### config.mk
export PLATFORM = sky130hd
export DESIGN_NAME = sha256_msg_loader
export DESIGN_NICKNAME = d
export VERILOG_FILES = /design/src/rtl/sha256_msg_loader.sv
export SDC_FILE = /design/constraint.sdc
export NUM_CORES = 1
export LEC_CHECK = 0
export ABC_AREA = 1
export CAP_MARGIN = 40
export CORE_ASPECT_RATIO = 0.5
export CORE_MARGIN = 4
export CORE_UTILIZATION = 59
export CTS_CLUSTER_DIAMETER = 40
export CTS_CLUSTER_SIZE = 8
export DETAILED_ROUTE_END_ITERATION = 10
export PLACE_DENSITY = 0.95
export RECOVER_POWER = 100
export SYNTH_ARGS = -nofsm -noshare
export SYNTH_HDL_FRONTEND = slang
export SYNTH_SLANG_ARGS = --single-unit
### constraint.sdc
create_clock -name clk -period 5.2 [get_ports clk]
set_input_delay 1.56 -clock clk [delete_from_list [all_inputs] [get_ports clk]]
set_output_delay 1.56 -clock clk [all_outputs]
set_load 0.005 [all_outputs]
### src/rtl/sha256_msg_loader.sv
// Message loader for the SHA-256 hasher: packs a big-endian byte stream into
// 32-bit words, writes them to the shared message memory, then runs the
// hasher start/done handshake and pulses complete when the hash is finished.
module sha256_msg_loader #(
    parameter int unsigned NUM_OF_WORDS = 40
) (
    input  logic        clk,
    input  logic        rst_n,
    input  logic        go,
    input  logic [15:0] load_base,
    input  logic [7:0]  s_data,
    input  logic        s_valid,
    output logic        s_ready,
    output logic        mem_we,
    output logic [15:0] mem_addr,
    output logic [31:0] mem_wdata,
    output logic        mem_owner,
    output logic        sha_start,
    input  logic        sha_done,
    output logic        busy,
    output logic        complete
);

    localparam logic [15:0] LastWord = 16'(NUM_OF_WORDS - 1);

    typedef enum logic [2:0] {
        StIdle,
        StFill,
        StFlush,
        StWaitLow,
        StWaitHigh
    } state_e;

    state_e      state_q, state_d;
    logic [15:0] base_q, base_d;
    logic [15:0] word_idx_q, word_idx_d;
    logic [1:0]  byte_idx_q, byte_idx_d;
    // Only the first three bytes of a word need storing; the fourth comes
    // straight from s_data when the word is written.
    logic [23:0] pack_q, pack_d;
    logic        mem_we_q, mem_we_d;
    logic [15:0] mem_addr_q, mem_addr_d;
    logic [31:0] mem_wdata_q, mem_wdata_d;
    logic        mem_owner_q, mem_owner_d;
    logic        sha_start_q, sha_start_d;
    logic        complete_q, complete_d;
    logic        accept;

    // s_ready is a pure state decode, independent of s_valid.
    assign s_ready   = (state_q == StFill);
    assign busy      = (state_q != StIdle);
    assign accept    = s_ready & s_valid;
    assign mem_we    = mem_we_q;
    assign mem_addr  = mem_addr_q;
    assign mem_wdata = mem_wdata_q;
    assign mem_owner = mem_owner_q;
    assign sha_start = sha_start_q;
    assign complete  = complete_q;

    // Next-state and registered-output logic for the load/handshake FSM.
    always_comb begin
        state_d     = state_q;
        base_d      = base_q;
        word_idx_d  = word_idx_q;
        byte_idx_d  = byte_idx_q;
        pack_d      = pack_q;
        mem_we_d    = 1'b0;
        mem_addr_d  = mem_addr_q;
        mem_wdata_d = mem_wdata_q;
        mem_owner_d = mem_owner_q;
        sha_start_d = sha_start_q;
        complete_d  = 1'b0;

        case (state_q)
            StIdle: begin
                if (go) begin
                    base_d      = load_base;
                    word_idx_d  = 16'd0;
                    byte_idx_d  = 2'd0;
                    mem_owner_d = 1'b1;
                    state_d     = StFill;
                end
            end
            StFill: begin
                if (accept) begin
                    pack_d     = {pack_q[15:0], s_data};
                    byte_idx_d = byte_idx_q + 2'd1;
                    if (byte_idx_q == 2'd3) begin
                        mem_we_d    = 1'b1;
                        mem_addr_d  = base_q + word_idx_q;  // wraps mod 2^16
                        mem_wdata_d = {pack_q, s_data};
                        word_idx_d  = word_idx_q + 16'd1;
                        if (word_idx_q == LastWord) begin
                            state_d = StFlush;
                        end
                    end
                end
            end
            StFlush: begin
                // Hand memory back before raising start so they never overlap.
                mem_owner_d = 1'b0;
                sha_start_d = 1'b1;
                state_d     = StWaitLow;
            end
            StWaitLow: begin
                if (!sha_done) begin
                    sha_start_d = 1'b0;
                    state_d     = StWaitHigh;
                end
            end
            StWaitHigh: begin
                if (sha_done) begin
                    complete_d = 1'b1;
                    state_d    = StIdle;
                end
            end
            default: begin
                state_d = StIdle;
            end
        endcase
    end

    // State and output registers; reset discards any partial word.
    always_ff @(posedge clk or negedge rst_n) begin
        if (!rst_n) begin
            state_q     <= StIdle;
            base_q      <= 16'd0;
            word_idx_q  <= 16'd0;
            byte_idx_q  <= 2'd0;
            pack_q      <= 24'd0;
            mem_we_q    <= 1'b0;
            mem_addr_q  <= 16'd0;
            mem_wdata_q <= 32'd0;
            mem_owner_q <= 1'b0;
            sha_start_q <= 1'b0;
            complete_q  <= 1'b0;
        end else begin
            state_q     <= state_d;
            base_q      <= base_d;
            word_idx_q  <= word_idx_d;
            byte_idx_q  <= byte_idx_d;
            pack_q      <= pack_d;
            mem_we_q    <= mem_we_d;
            mem_addr_q  <= mem_addr_d;
            mem_wdata_q <= mem_wdata_d;
            mem_owner_q <= mem_owner_d;
            sha_start_q <= sha_start_d;
            complete_q  <= complete_d;
        end
    end

endmodule

# Yosys cells after proc, flatten, opt, wreduce, memory -nomap -nowiden
# Cells that the tools add are included.
word_totals:
  word_cells: 63
  ff_bits: 113
  out_inout_bits: 54
classes:
  n_eq_ne: 12
  n_addsub: 3
  reduce_logical: 13
  bitwise: 1
  mux: 23
op_table:
  columns: ["cell", "count"]
  rows:
  - ["2-to-1 mux 16 bit", 3]
  - ["one-hot mux 16 bit (2 select lines)", 1]
  - ["2-to-1 mux 3 bit", 6]
  - ["adder 16 x 1 -> 16 bit (second input constant)", 1]
  - ["adder 16 bit", 1]
  - ["equality test 16 x 6 -> 1 bit (second input constant)", 1]
  - ["one-hot mux 3 bit (5 select lines)", 1]
  - ["AND reduction 2 bit", 4]
  - ["2-to-1 mux 1 bit", 7]
  - ["equality test 3 x 2 -> 1 bit (second input constant)", 2]
  - ["inequality test 2 x 1 -> 1 bit (second input constant)", 3]
  - ["inequality test 2 bit (second input constant)", 3]
  - ["AND reduction 3 bit", 2]
  - ["AND reduction 6 bit", 1]
  - ["nonzero test 2 bit", 3]
  - ["2-to-1 mux 2 bit", 2]
  - ["one-hot mux 1 bit (2 select lines)", 2]
  - ["one-hot mux 2 bit (2 select lines)", 1]
  - ["AND reduction 4 bit", 1]
  - ["equality test 3 x 1 -> 1 bit (second input constant)", 1]
  - ["equality test 3 bit (second input constant)", 1]
  - ["logical NOT 3 bit", 1]
  - ["nonzero test 3 bit", 1]
  - ["adder 2 x 1 -> 2 bit (second input constant)", 1]
  - ["other kinds (2)", 2]

# Longest topological paths before layout
# Gate-level depths: netlist of run 1.
logic_depth:
  word_depth: 5
  ltp_mapped: 11

# Least setup slack after synthesis of run 1
# No wires, ideal clock.
synth_path:
  path_kind: "reg-to-output"
  start: "register state_q[1]"
  end: "output port s_ready"
  path_buffers: 1
  setup_slack_ps: 2672
  stages_incl_launch_ff: 5
  t_arrival_ps: 968
  cell_sequence: "dfrtp_1 -> inv_2 -> nand2_2 -> nor2_4 -> buf_1"
synth_between:
  elab_chain_len: 1
synth_rtl:
  columns: ["item", "line_no", "source"]
  rows:
  - ["start, declared", "34", "state_e state_q, state_d;"]
  - ["start signal, assigned", "126", "state_q <= StIdle;"]
  - ["start signal, assigned", "138", "state_q <= state_d;"]
  - ["equality test 3 x 1 -> 1 bit", "50", "assign s_ready = (state_q == StFill);"]
  - ["end, declared", "13", "output logic s_ready,"]
# No other way between the ends.

# Worst setup path after layout of run 1
layout_path:
  start: "input port s_valid"
  end: "register word_idx_q[6]"
layout_between:
  elab_chain_len: 3
layout_rtl:
  columns: ["item", "line_no", "source"]
  rows:
  - ["start, declared", "12", "input logic s_valid,"]
  - ["AND 1 bit", "52", "assign accept = s_ready & s_valid;"]
  - ["inequality test 2 x 1 -> 1 bit (no source line)", null, null]
  - ["AND reduction 4 bit (no source line)", null, null]
  - ["end signal, assigned", "140", "word_idx_q <= word_idx_d;"]
  - ["end, declared", "36", "logic [15:0] word_idx_q, word_idx_d;"]
# No other way between the ends.
# A chain may end at the register's enable or synchronous reset.

==> flow_summary.yaml, run 1 <==
clock_tree:
  htree_levels: 4
  cts.sinks: 113
  numCtsBuffers: 17
  hold_buffers: 0
  cts_setup_buffers: 0
  cts.repair.resized: 0
  clockRootBuffer: "clkbuf_16"
  cts_buffer_depth: 2
  tritoncts: "done"
  clk_pin_slew_ns: 0.05
  worstSkewPairLatency_ns: 0.41
cells_and_area:
  final_nets: 845
  drive_gt1_share_pct: 5.302
  area_growth_pct: 25.52
  diodes: 0
placement:
  numPortBuffers: 82
  post-dp-hpwl_um: 9378
  routabilityCongestion: 0.9605
power:
  power_mw: 3.722
  seqPwrFrac_pct: 38.1
  p_int_mw: 2.419
  vdd_ir_drop_max_mv: 0.2791
  power_frac_clock_pct: 30.7
  power.density_nw_per_um2: 528.3
  power_leakage_nw: 3.737
  p_sw_share_pct: 35.01
  p_switching_mw: 1.303
  p_comb_share_pct: 31.2
synth:
  syn_inst: 713
  synth_area_leaders: "dfrtp_1 (50%), nand2_1 (19%), inv_1 (5.4%)"
  ys.flop_type: "dfrtp_1"
  synth_nets: 760
  synth_top_area_share_pct: 50.38
  synth_xor_area_share_pct: 0.9362
  synth_top_cell_by_area: "dfrtp_1"
  ys_seq_elements: 113
  synthArstFlopShare_pct: 100.0
  synth_most_common_cell: "nand2_1"
  ys_types: 36
  yosysWarnings: 0
  yosysSeqAreaShare_pct: 50.38
  synth-simple-area-share_pct: 29.27
  synth_compound_area_share_pct: 7.401
  synth.cell_area_um2: 5613
  synth_top_family_by_area: "simple AND/OR/NAND/NOR gates"
  synth_adder_area_share_pct: 4.146
  synth.top_cells.by_count: "nand2_1 (282), dfrtp_1 (113), inv_1 (81), o21ai_0 (44), nand3_1 (37)"
  synth-edff-count: 0
  synthMuxAreaShare_pct: 0.1783
  syn_avg_cell_area_um2: 7.872
detailed_routing:
  via_per_inst: 5.621
  wirelength_um: 15060
  detail-route-antenna-nets: 0
  drtPass1Iterations: 6
  drc: 0
  routedWlPerCell_um: 16.23
  dr_total_vias: 5216
  drt_iter0_drc: 468
global_route:
  antenna_found_initial: 0
  grt_pass1_wl_um: 25330
  grt_pass1_vias: 5361
  grt_start_max_net_pins: 58
  grt-ovfl-total: 0
  grt_usage_pct: 28.11
worst_setup_path:
  path_max_fanout: 53
  crit_path_start_kind: "input pin"
  crit_chain: "dlygate4sd3_1 > nand2_1 > a21oi_4 > nand3_1 > nand2_1 > nor2_1"
  crit_type: "input pin to register"
  arrival_ns: 4.33
  crit_path_end_kind: "register"
  critPathSlowestCell: "nand2_1"
  critical_path_required_ns: 5.47
  cp_slowest_stage_delay_ns: 0.92
  cp_common_cell: "nand2_1"
status:
  violations: "capacitance limit, slew limit"
  status: "complete, but fails checks"
timing:
  setup-violations-final: 0
  finalHoldViolCount: 0
  skew_ns: 0.007432
  drv_slew: 93
  worst_pin_slew_ns: 2.099
  whs_ns: 0.4705
  tns_ns: 0
  rsz0062_at_grt: "false"
  layout_worst_path_cycle_share_pct: 78.11
  relSlewSlack_pct: -39.96
  min_period_ns: 4.062
  max_freq_mhz: 246.2
die:
  die_w_um: 145.9
  die-area_um2: 11230
  initial_core_util_pct: 62.51
  num_rows: 24
  die_h_um: 76.97
  core-area_um2: 8979
  io_pins: 83
flow_run:
  maxCapViolations: 2
min_path:
  hold_path.class: "register to register"
path summary, 6_finish.rpt:
check | cells past startpoint | slack (ns) | end | from
max | 6 | 1.14 | word_idx_q[6] | s_valid
max reg2reg | 8 | 1.33 | word_idx_q[6] | state_q[1]
min in group asynchronous | 1 | 1.17 | pack_q[0] | rst_n
min reg2reg | 2 | 0.47 | mem_addr[12] | mem_addr[12]
min | 2 | 0.47 | mem_addr[12] | mem_addr[12]
max in group asynchronous | 2 | 1.62 | base_q[8] | rst_n
flip-flops by register name, summed over array words and instances (netlist names):
signal      cells
word_idx_q     16
mem_wdata      32
sha_start       1
complete        1
mem_we          1
byte_idx_q      2
state_q         3
base_q         16
pack_q         24
mem_owner       1
mem_addr       16
metal layers:
layer,vias up,routed length (um),global-route usage (%)
met3,52,1135,6.890
met1,2446,6054,33.20
met4,0,471,14.58
met5,-,0,0
met2,293,7399,48.17
li1,2425,-,-
cells in the final DEF, fill, tap and decap left out, types with 2 or more instances in the layout:
| cell type | synthesis | final |
|---|---|---|
| a21oi_1 | 8 | 9 |
| buf_4 | 1 | 2 |
| bufinv_16 | 0 | 2 |
| clkbuf_1 | 7 | 4 |
| clkbuf_16 | 0 | 17 |
| clkdlybuf4s50_1 | 0 | 26 |
| clkinv_2 | 0 | 2 |
| clkinv_4 | 0 | 5 |
| clkinvlp_4 | 0 | 3 |
| dfrtp_1 | 113 | 113 |
| dlygate4sd3_1 | 0 | 55 |
| ha_1 | 17 | 17 |
| inv_1 | 81 | 81 |
| inv_2 | 2 | 2 |
| nand2_1 | 282 | 284 |
| nand3_1 | 37 | 38 |
| nand3b_1 | 4 | 4 |
| nand4_1 | 15 | 15 |
| nor2_1 | 32 | 34 |
| nor3_1 | 10 | 10 |
| o21ai_0 | 44 | 63 |
| or2_2 | 5 | 5 |
| xnor2_1 | 3 | 3 |
| xor2_1 | 3 | 3 |
final cells by class:
type | instances | area (um2)
clock inverter | 12 | 136.4
clock buffer | 20 | 446.7
tap | 117 | 146.4
inverter | 84 | 315.3
timing repair buffer | 86 | 853.3
fill | 541 | 1933
multi-input combinational | 496 | 2320
sequential | 113 | 2828
critical path, delay by kind of cell:
| kind | cells | cell delay [ns] |
|---|---|---|
| compound gates | 1 | 0.85 |
| buf+inv | 1 | 0.57 |
| simple gates | 4 | 1.34 |
cells by family after synthesis:
family | count (synthesis)
AO/OA/AOI/OAI | 78
XOR/XNOR | 6
adder cells (fa/ha/maj) | 18
buffers and inverters | 104
flip-flops | 113
multiplexers | 1
AND/OR/NAND/NOR | 393
through the flow:
step	cells	utilization (%)	area (um2)	worst slack (ns)
final	928	78.47	7046	1.138
after global routing	928	78.47	7046	0.8866
after CTS	928	79.07	7099	1.724
after detailed placement	896	72.58	6516	1.511
after global placement	894	72.13	6476	1.497
after floorplan	713	-	5613	2.672
power by group through the flow:
stage	sequential, mW	combinational [mW]	clock, mW
after floorplan	1.38	0.668	0
after global placement	1.41	1.14	0
after detailed placement	1.42	1.21	0
after CTS	1.42	1.25	1.15
after global routing	1.45	1.31	1.20
final	1.42	1.16	1.14
Note: power is estimated with default switching activity, not from simulation.
==> run 2, diff against run 1 <==
CORE_UTILIZATION = 55   (was 59)
PLACE_DENSITY = 0.92   (was 0.95)
clock period = 4.2 ns   (was 5.2 ns; I/O delays follow)
==> flow_summary.yaml, run 2 (synthesized netlist as in run 1, its figures left out) <==
status:
  status: "complete, but fails checks"
  violations: "capacitance limit, slew limit"
cells_and_area:
  final_common_cell: "nand2_1"
  most-common-layout-cells: "nand2_1 (283), dfrtp_1 (113), inv_1 (81)"
  area_growth_pct: 26.88
  drive_gt1_share_pct: 5.781
  final_util_pct: 73.45
  diodes: 0
  final_nets: 847
  fin_cells: 948
  largest_reg_flops: 32
placement:
  place_inst: 916
  numPortBuffers: 82
  post-dp-hpwl_um: 9321
  place_ws_ns: 0.8680
  routabilityCongestion: 0.9156
worst_setup_path:
  arrival_ns: 3.81
  path_max_fanout: 25
  critPathSlowestCell: "clkinv_1"
  cp_common_cell: "nand2_1"
  critical_path_required_ns: 4.50
  crit_type: "input pin to register"
  crit_path_end_kind: "register"
  cp_slowest_stage_delay_ns: 0.85
  crit_chain: "dlygate4sd3_1 > nand3_1 > clkinv_1 > nand2_1 > nand2_1"
  crit_path_start_kind: "input pin"
detailed_routing:
  drtPass1Iterations: 5
  dr_total_vias: 5010
  drc: 0
  detail-route-antenna-nets: 0
  drt_iter0_drc: 502
  routedWlPerCell_um: 15.33
  wirelength_um: 14530
  via_per_inst: 5.285
clock_tree:
  worstSkewPairLatency_ns: 0.42
  cts_setup_buffers: 0
  cts.repair.resized: 0
  cts_buffer_depth: 2
  htree_levels: 4
  tritoncts: "done"
  clk_pin_slew_ns: 0.06
  numCtsBuffers: 17
  hold_buffers: 0
  clockRootBuffer: "clkbuf_16"
  cts.sinks: 113
timing:
  rsz0062_at_grt: "false"
  tns_ns: 0
  relSlewSlack_pct: -31.69
  skew_ns: 0.008668
  finalHoldViolCount: 0
  worst_pin_slew_ns: 1.975
  layout_worst_path_cycle_share_pct: 83.59
  drv_slew: 37
  setup-violations-final: 0
  min_period_ns: 3.511
  max_freq_mhz: 284.8
  setup_ws_ns: 0.6890
global_route:
  grt_pass1_wl_um: 24610
  grt_usage_pct: 26.25
  antenna_found_initial: 0
  grt_pass1_vias: 5071
  grt_start_max_net_pins: 54
  grt-ovfl-total: 0
min_path:
  hold_path.class: "register to register"
die:
  num_rows: 25
  die-area_um2: 11980
  io_pins: 83
  core-area_um2: 9697
  initial_core_util_pct: 57.88
  die_w_um: 150.9
  die_h_um: 79.44
power:
  power.density_nw_per_um2: 660.6
  power_leakage_nw: 3.761
  vdd_ir_drop_max_mv: 0.3420
flow_run:
  maxCapViolations: 1
run 2: cell types whose count changed in the layout (fill, tap and decap cells not counted), sizes merged:
cell,previous run,this run
inv,83,86
clkinv,8,6
bufinv,2,3
run 2: critical path, delay by kind of cell:
| kind | cells | cell delay (ns) |
|---|---|---|
| buffers and inverters | 2 | 1.42 |
| AND/OR/NAND/NOR | 3 | 1.13 |
run 2: final timing paths:
path	startpoint	to	slack, ns	depth (start not counted)
worst max-delay path	go	base_q[2]	0.69	5
worst min-delay path	mem_addr[0]	mem_addr[0]	0.47	2
worst max register to register	state_q[1]	mem_addr[15]	1.24	8
worst min register to register	mem_addr[0]	mem_addr[0]	0.47	2
max in group asynchronous	rst_n	pack_q[21]	0.98	2
min in group asynchronous	rst_n	mem_wdata[22]	1.38	1
run 2: power by group:
part,leakage (nW),internal [mW],switching (mW)
Combinational,1.98,0.626,0.815
Clock,0.294,0.955,0.564
Sequential,1.48,1.48,0.267
Total,3.76,3.06,1.65
run 2: layout make-up:
| cell class | instances | area, um2 |
|---|---|---|
| Clock buffer | 18 | 439.2 |
| Sequential cell | 113 | 2828 |
| Fill cell | 664 | 2575 |
| Inverter | 84 | 315.3 |
| Multi-Input combinational cell | 496 | 2331 |
| Timing Repair Buffer | 88 | 860.8 |
| Tap cell | 135 | 168.9 |
| Clock inverter | 14 | 178.9 |
run 2: layer usage:
metal  part of all wire, %  track usage, %  vias to the layer above
met3                   6.6           6.920                       39
met5                     0               0                        -
li1                      -               -                     2429
met1                    43           32.69                     2354
met2                    48           43.75                      188
met4                   2.7           11.03                        0
run 2: stage by stage:
stage | instance area (um2) | hold slack (ns) | total power, mW
floorplan | 5613 | 0.4492 | 2.537
global placement | 6521 | 0.4557 | 3.164
detailed placement | 6541 | 0.4668 | 3.238
CTS | 7159 | 0.4762 | 4.811
global route | 7122 | 0.4918 | 5.007
finish | 7122 | 0.4703 | 4.705
